[config.mk]
export PLATFORM = sky130hd
export DESIGN_NAME = imm_gen_pipe_flat
export DESIGN_NICKNAME = d
export VERILOG_FILES = /design/src/rtl/imm_pkg.sv /design/src/rtl/imm_gen_pipe_if.sv /design/src/rtl/imm_decode.sv /design/src/rtl/imm_gen_pipe.sv /design/src/flat_wrapper.sv
export SDC_FILE = /design/constraint.sdc
export NUM_CORES = 1
export LEC_CHECK = 0
export BUFFER_PORTS_ARGS = -buffer_cell sky130_fd_sc_hd__buf_2
export CORE_UTILIZATION = 35
export DETAILED_ROUTE_END_ITERATION = 8
export MAX_ROUTING_LAYER = met4
export PLACE_DENSITY = 0.66
export SETUP_SLACK_MARGIN = 0.05
export SYNTH_ARGS = -nofsm -noshare
export SYNTH_HDL_FRONTEND = slang
export SYNTH_SLANG_ARGS = --single-unit
[constraint.sdc]
create_clock -name clk -period 3.2 [get_ports clk]
set_input_delay 0.64 -clock clk [delete_from_list [all_inputs] [get_ports clk]]
set_output_delay 0.64 -clock clk [all_outputs]
set_load 0.005 [all_outputs]
[src/rtl/imm_pkg.sv]
// Shared types for the decode-stage immediate generator.
// Format select encoding and default widths.
package imm_pkg;

   typedef enum logic [2:0] {
      IMM_I   = 3'b000,
      IMM_S   = 3'b001,
      IMM_B   = 3'b010,
      IMM_J   = 3'b011,
      IMM_U   = 3'b100,
      IMM_CSR = 3'b101
   } imm_src_e;

   localparam int IMM_XLEN_DEF  = 32;
   localparam int IMM_TAG_W_DEF = 5;

endpackage

[src/rtl/imm_gen_pipe_if.sv]
// Handshake bundle between the fetch side, the immediate generator and decode.
// master drives instructions and out_ready; slave is the generator stage.
interface imm_gen_pipe_if #(
   parameter int XLEN  = 32,
   parameter int TAG_W = 5
);
   logic             in_valid;
   logic             in_ready;
   logic [31:0]      instr;
   logic [2:0]       ImmSrc;
   logic [TAG_W-1:0] in_tag;
   logic             out_valid;
   logic             out_ready;
   logic [XLEN-1:0]  ImmExt;
   logic [TAG_W-1:0] out_tag;
   logic             out_illegal;

   modport master (
      output in_valid, instr, ImmSrc, in_tag, out_ready,
      input  in_ready, out_valid, ImmExt, out_tag, out_illegal
   );

   modport slave (
      input  in_valid, instr, ImmSrc, in_tag, out_ready,
      output in_ready, out_valid, ImmExt, out_tag, out_illegal
   );
endinterface

[src/rtl/imm_decode.sv]
// Combinational immediate format mux; 101 is CSR zimm when IMM_CSR_EN is defined,
// otherwise illegal. Unsupported selects give imm=0 with illegal set.
module imm_decode
   import imm_pkg::*;
#(
   parameter int XLEN = 32
) (
   input  logic [31:0]     instr,
   input  logic [2:0]      imm_src,
   output logic [XLEN-1:0] imm,
   output logic            illegal
);

   logic [31:0] imm32;
   logic        unused_opcode;

   assign unused_opcode = ^instr[6:0];

   always_comb begin
      imm32   = '0;
      illegal = 1'b0;
      case (imm_src_e'(imm_src))
         IMM_I:   imm32 = {{20{instr[31]}}, instr[31:20]};
         IMM_S:   imm32 = {{20{instr[31]}}, instr[31:25], instr[11:7]};
         IMM_B:   imm32 = {{20{instr[31]}}, instr[7], instr[30:25], instr[11:8], 1'b0};
         IMM_J:   imm32 = {{12{instr[31]}}, instr[19:12], instr[20], instr[30:21], 1'b0};
         IMM_U:   imm32 = {instr[31:12], 12'b0};
`ifdef IMM_CSR_EN
         IMM_CSR: imm32 = {27'b0, instr[19:15]};
`endif
         default: illegal = 1'b1;
      endcase
   end

   // CSR zimm and illegal both have bit 31 clear, so sign extension is safe for all cases
   assign imm = XLEN'($signed(imm32));

endmodule

[src/rtl/imm_gen_pipe.sv]
// Registered immediate generator: decode on input, 1-cycle latency, full throughput.
// 2-entry (out + skid) buffer; in_ready is registered (~skid_v), no comb path from out_ready.
module imm_gen_pipe
   import imm_pkg::*;
#(
   parameter int XLEN  = IMM_XLEN_DEF,
   parameter int TAG_W = IMM_TAG_W_DEF
) (
   input logic              clk,
   input logic              rst,
   imm_gen_pipe_if.slave    bus
);

   typedef struct packed {
      logic [XLEN-1:0]  imm;
      logic [TAG_W-1:0] tag;
      logic             illegal;
   } imm_payload_t;

   if (XLEN != 32 && XLEN != 64) begin : g_bad_xlen
      $error("imm_gen_pipe: XLEN must be 32 or 64");
   end

   imm_payload_t dec_p, out_q, skid_q;
   logic         out_v, skid_v;
   logic         accept, drain;

   imm_decode #(.XLEN(XLEN)) u_decode (
      .instr   (bus.instr),
      .imm_src (bus.ImmSrc),
      .imm     (dec_p.imm),
      .illegal (dec_p.illegal)
   );
   assign dec_p.tag = bus.in_tag;

   assign accept = bus.in_valid & ~skid_v;
   assign drain  = ~out_v | bus.out_ready;

   always_ff @(posedge clk) begin
      if (rst) begin
         out_v  <= 1'b0;
         skid_v <= 1'b0;
         out_q  <= '0;
         skid_q <= '0;
      end else if (drain) begin
         // skid holds the older entry, so it must leave first
         if (skid_v) begin
            out_q <= skid_q;
            out_v <= 1'b1;
            if (accept) begin
               skid_q <= dec_p;
            end else begin
               skid_v <= 1'b0;
            end
         end else if (accept) begin
            out_q <= dec_p;
            out_v <= 1'b1;
         end else begin
            out_v <= 1'b0;
         end
      end else if (accept) begin
         skid_q <= dec_p;
         skid_v <= 1'b1;
      end
   end

   assign bus.in_ready    = ~skid_v;
   assign bus.out_valid   = out_v;
   assign bus.ImmExt      = out_q.imm;
   assign bus.out_tag     = out_q.tag;
   assign bus.out_illegal = out_q.illegal;

endmodule
[src/flat_wrapper.sv]
// flat-port wrapper written by rule: the top's interface ports become plain ports
module imm_gen_pipe_flat import imm_pkg::*;
#(
   parameter int XLEN  = IMM_XLEN_DEF,
   parameter int TAG_W = IMM_TAG_W_DEF
)
  (clk, rst, bus_in_valid, bus_instr, bus_ImmSrc, bus_in_tag, bus_out_ready, bus_in_ready, bus_out_valid, bus_ImmExt, bus_out_tag, bus_out_illegal);
  imm_gen_pipe_if #(.XLEN(XLEN), .TAG_W(TAG_W)) bus_i ();
  input logic clk;
  input logic rst;
  input wire logic [$bits(bus_i.in_valid)-1:0] bus_in_valid;
  input wire logic [$bits(bus_i.instr)-1:0] bus_instr;
  input wire logic [$bits(bus_i.ImmSrc)-1:0] bus_ImmSrc;
  input wire logic [$bits(bus_i.in_tag)-1:0] bus_in_tag;
  input wire logic [$bits(bus_i.out_ready)-1:0] bus_out_ready;
  output wire logic [$bits(bus_i.in_ready)-1:0] bus_in_ready;
  output wire logic [$bits(bus_i.out_valid)-1:0] bus_out_valid;
  output wire logic [$bits(bus_i.ImmExt)-1:0] bus_ImmExt;
  output wire logic [$bits(bus_i.out_tag)-1:0] bus_out_tag;
  output wire logic [$bits(bus_i.out_illegal)-1:0] bus_out_illegal;
  assign bus_i.in_valid = bus_in_valid;
  assign bus_i.instr = bus_instr;
  assign bus_i.ImmSrc = bus_ImmSrc;
  assign bus_i.in_tag = bus_in_tag;
  assign bus_i.out_ready = bus_out_ready;
  assign bus_in_ready = bus_i.in_ready;
  assign bus_out_valid = bus_i.out_valid;
  assign bus_ImmExt = bus_i.ImmExt;
  assign bus_out_tag = bus_i.out_tag;
  assign bus_out_illegal = bus_i.out_illegal;
  imm_gen_pipe #(.XLEN(XLEN), .TAG_W(TAG_W)) u_core (.clk(clk), .rst(rst), .bus(bus_i));
endmodule
# After elaboration in Yosys (flattened, before gate mapping)

Index checks and enable logic that the tools add are counted.

Reduce and logical (&&, ||, !) cells: 5
Add/subtract/negate cells: 0
$lt $le $gt $ge: 0
Equal/unequal tests: 5
Bitwise logic cells: 4
Divide/modulo/power cells: 0
Muxes and demuxes: 12
$mul: 0
Shift operators: 0

Operators by type and width:

| cell                 | count |
|---|---|
| $mux W38             | 5 |
| $pmux W32 S5         | 1 |
| $eq A3 B2 Y1 const B | 2 |
| $mux W1              | 6 |
| $reduce_or A5 Y1     | 1 |
| $reduce_bool A2 Y1   | 2 |
| $eq A3 B1 Y1 const B | 1 |
| $eq A3 B3 Y1 const B | 1 |
| $logic_not A3 Y1     | 1 |
| $ne A2 B1 Y1 const B | 1 |
| $not A1 Y1           | 2 |
| $reduce_and A2 Y1    | 1 |
| $and A1 B1 Y1        | 1 |
| $or A1 B1 Y1         | 1 |

Output and inout bits: 40
Flip-flop bits (word level): 78
ROM bits: 0
Bits in writable memories: 0
Logic and storage cells: 34
Latch bits: 0
Input bits: 44
Memories kept: 0

# Longest topological paths before layout

Depth in word-level cells: 6
Mapped depth: 7
Mapped depth without buffers: 4

# Cells and area by module

Synthesis repeated with hierarchy kept, for this count alone.

Cell total of the unflattened synthesis: 422
Area, all modules: 3679.8 um^2

Modules (own cells, without submodules):

| module       | sequential area each (um^2) | cells each | instances | area an instance (um^2) |
|---|---|---|---|---|
| imm_gen_pipe | 1561.5                      | 350        | 1         | 3228.1 |
| imm_decode   | 0.0                         | 72         | 1         | 451.7 |

# Worst setup path after synthesis

Ideal clock, no wire load.

Kind: input-to-reg
Start: input bus_ImmSrc[0]
End: register u_core.out_q (netlist bit u_core.bus.ImmExt[1])
Setup time: 132 ps
Stages: 5
Arrival: 1697 ps
Buffers on the path: 1
Data required time: 3068 ps
Path slack: 1372 ps
Cells stage by stage: buf_2 xnor2_2 mux2_4 a221oi_2 nor3_1

Word-level cells in the longest chain between the ends: 4
Elaborated cells between the ends (all ways): 8
Classes of those cells: eq/ne (4); mux (3); reduce/logical (1)

Ends and longest elaborated chain:

| element                                    | RTL line           | RTL |
|---|---|---|
| start, declared                            | flat_wrapper.sv:13 | `input wire logic [$bits(bus_i.ImmSrc)-1:0] bus_ImmSrc;` |
| $eq A3 B3 Y1, or another cell as far along | imm_decode.sv:22   | `case (imm_src_e'(imm_src))` |
| $pmux W32 S5 (*)                           | imm_decode.sv:22   |  |
| $mux W38 (*)                               | imm_gen_pipe.sv:55 | `end else if (accept) begin` |
| $mux W38 (*)                               | imm_gen_pipe.sv:47 | `if (skid_v) begin` |
| end signal, assigned                       | imm_gen_pipe.sv:48 | `out_q <= skid_q;` |
| end signal, assigned                       | imm_gen_pipe.sv:56 | `out_q <= dec_p;` |
| end, declared                              | imm_gen_pipe.sv:24 | `imm_payload_t dec_p, out_q, skid_q;` |

Every way passes the cells marked *; elsewhere a longest branch is shown, timed or not. The select of a mux whose other input is x is not followed.
A chain may end at the register's enable or synchronous reset.

# Final worst setup path

Start: register u_core.skid_v
End: output bus_in_ready

Word-level cells in the longest chain between the ends: 1

Ends and longest elaborated chain:

| element                | RTL line           | RTL |
|---|---|---|
| start, declared        | imm_gen_pipe.sv:25 | `logic out_v, skid_v;` |
| start signal, assigned | imm_gen_pipe.sv:42 | `skid_v <= 1'b0;` |
| start signal, assigned | imm_gen_pipe.sv:53 | `skid_v <= 1'b0;` |
| start signal, assigned | imm_gen_pipe.sv:63 | `skid_v <= 1'b1;` |
| $not A1 Y1             | imm_gen_pipe.sv:67 | `assign bus.in_ready = ~skid_v;` |
| end, declared          | flat_wrapper.sv:16 | `output wire logic [$bits(bus_i.in_ready)-1:0] bus_in_ready;` |

Every way passes these cells.

==> impl_results.md <==
* Total GRT Usage at 0.176
* Total negative slack at 0 ps
* Placed Cells at 565
* CTS tree: done
* DPL Wire Length at 5780 um
* I/O Pins at 84
* Count of flip-flops with a built-in enable after synthesis at 0
* Core Rows at 35
* Status: finished, final reports clean
* Largest fanout on the critical path at 35
* Critical Path Start: u_core.skid_v$_SDFFE_PP0P_
* Final worst-path setup slack at 949 ps
* Top cells by count, synth: 78 x dfxtp_1, 48 x nor2_1, 43 x a21oi_1
* First-pass GRT wire length at 13600 um
* Synthesized instance count at 388
* Register Area at 1560 um2
* Place WS at 771 ps
* Clk sink count at 78
* Cts repair resizes at 0
* Synth warn at 0
* Core Region at 9330 um2
* Pint at 0.00160 W
* Die width at 100 um
* Worst Path Arrival at 1610 ps
* Final Hold Fails at 0
* Initial antenna violation count at 1
* Filler cell count at 953
* Tmin final at 2250 ps
* Post-synthesis sequential area ratio at 0.461
* Top post-synthesis cells by area: dfxtp_1 46%, a21oi_1 6.3%, nor2_1 5.3%
* WL/cell at 14.7 um
* Flops & latches, synth at 78
* Startpoint type of the worst setup path: flip-flop
* Crit path to: bus_in_ready
* RSZ-0062 raised after global routing: no
* Number of global-route vias before repair at 2828
* Max-Cap Viols at 0
* Initial Util at 0.363
* Syn_nets at 432
* Worst reg2reg path startpoint: u_core.skid_v$_SDFFE_PP0P_
* Layout cell share with drive strength beyond 1 at 0.254
* Total number of vias at 3094
* Total grt overflow at 0
* Rel. slew slack at 0.476
* Crit. End Element: primary output
* Post-DRT Antenna Nets at 0
* Final wirelength at 8550 um
* Fraction of registers with async set or reset after synthesis at 0
* Largest area contributor in the netlist: dfxtp_1
* Leak at 1.58 nW
* Critical path class: reg -> out
* Htree depth at 3
* Post-synthesis cell type count at 33
* Post-Syn Area at 3390 um2
* Final #Nets at 491
* Sequential share of power at 0.479
* Worst-path clk slew at 80 ps
* Finish-stage setup viols at 0
* Area grow syn2layout at 20.6%
* Tightest Pin Transition at 782 ps
* Largest net degree at the start of global routing at 70
* Die area at 10100 um2
* Clock skew at 9.80 ps
* Syn avg cell area at 8.74 um2
* Overall die height at 100 um
* Pwr dens at 531 nW/um2
* Setup Buffers After CTS at 0
* Worst path required time at 2560 ps
* Post-synth top area share at 0.461
* DRC at 0
* Combinational share of power at 0.132
* Slew Viols, Final at 0
* Top flip-flop cell by instance count after synthesis: dfxtp_1
* Switch share at 0.261
* Placer Congestion at 0.766
* Initial DRC count at 109
* Worst r2r path cells at 4
* CTS Hold Buffers Added at 0
* Cts bufs inserted at 9
* Vias per Instance at 5.32
* Final clock period utilization by the worst path at 0.703
* Max clock buf depth at 2
* Clk root buf: clkbuf_8
* Clock share of power at 0.389
* First-pass detailed-route iteration total at 4
* Clock latency on the worst-skew pair at 350 ps
* Reg-to-Reg End: u_core.skid_q[30]$_SDFFE_PP0P_
* VDD IR max at 0.212 mV
* HP Class: reg -> reg
* Reg-to-reg slack, setup at 1330 ps
* Fmax at 0.444 GHz
* Fin cells at 582
* Port buffer count at 76
* Most numerous cell in the Yosys netlist: dfxtp_1
* Multi-input gate area at 1630 um2
* Psw at 0.000566 W
power by group through the flow:
stage	combinational [W]	sequential (W)	clock [W]
2_1_floorplan	0.000180	0.00106	0
3_3_place_gp	0.000281	0.00106	0
3_5_place_dp	0.000286	0.00106	0
4_1_cts	0.000288	0.00104	0.000861
5_1_grt	0.000318	0.00105	0.000897
6_report	0.000286	0.00104	0.000844
routing by layer:
metal  up-vias  share of wire  GRT usage
li1       1534              -          -
met1      1459           0.47      0.222
met2        95           0.46      0.279
met3         6          0.063     0.0453
met4         0         0.0080     0.0502
met5         -              0          -
layout make-up:
type                       count  share of cell area
timing repair buffer          85               0.110
tap                          129              0.0395
clock buffer                  10              0.0337
inverter                      13              0.0119
clock inverter                 6              0.0229
antenna                        1            0.000612
sequential                    78               0.382
multi-input combinational    260               0.400
worst min path at each step:
stage	from	end	cells after the start
2_1_floorplan	u_core.skid_q[37]$_SDFFE_PP0P_	u_core.skid_q[37]$_SDFFE_PP0P_	2
3_3_place_gp	u_core.skid_q[37]$_SDFFE_PP0P_	u_core.skid_q[37]$_SDFFE_PP0P_	2
3_5_place_dp	u_core.skid_q[37]$_SDFFE_PP0P_	u_core.skid_q[37]$_SDFFE_PP0P_	2
4_1_cts	u_core.skid_q[37]$_SDFFE_PP0P_	u_core.skid_q[37]$_SDFFE_PP0P_	2
5_1_grt	u_core.bus.ImmExt[23]$_SDFFE_PP0P_	u_core.bus.ImmExt[23]$_SDFFE_PP0P_	2
6_report	u_core.bus.ImmExt[25]$_SDFFE_PP0P_	u_core.bus.ImmExt[25]$_SDFFE_PP0P_	2
logic make-up (layout without fill, tap and decap cells):
group | Yosys count | after routing | share of synthesized area
compound gates | 124 | 124 | 0.267
xor+xnor | 1 | 1 | 0.00480
flops | 78 | 78 | 0.461
simple gates | 124 | 124 | 0.169
other cells | 0 | 1 | 0
buf+inv | 50 | 114 | 0.0602
mux | 11 | 11 | 0.0384
per-stage QoR:
step | hold WS [ps] | utilization | total power, W | area, um2
finish | 453 | 0.438 | 0.00217 | 4090
global route | 472 | 0.438 | 0.00226 | 4090
CTS | 454 | 0.438 | 0.00219 | 4090
detailed placement | 444 | 0.413 | 0.00135 | 3850
global placement | 440 | 0.413 | 0.00134 | 3850
floorplan | 432 | - | 0.00124 | 3390
cell usage in the layout, fill, tap and decap left out, types with 7 or more instances in the layout:
cell type  count
nor2_1        47
o22a_1         8
a221oi_1      11
a21oi_1       43
a211oi_1      23
mux2i_1        7
inv_1         12
dfxtp_1       77
nand2_1       35
o21ai_1        9
clkbuf_8      10
nor3_1        16
buf_2         76
a221o_1       11
buf_4          9
a32oi_1        9
nor3b_1       12
state kept, by name, summed over array words and instances, names as in the netlist:
register                cells
u_core.bus.ImmExt          32
u_core.skid_v               1
u_core.bus.out_illegal      1
u_core.bus.out_valid        1
u_core.bus.out_tag          5
u_core.skid_q              38
worst max-delay path, stage by stage (launching register included):
cell and delay [ps]:
dfxtp_2 490, buf_4 430, inv_1 160, buf_2 170
No activity file was read; power rests on OpenSTA's default activity.
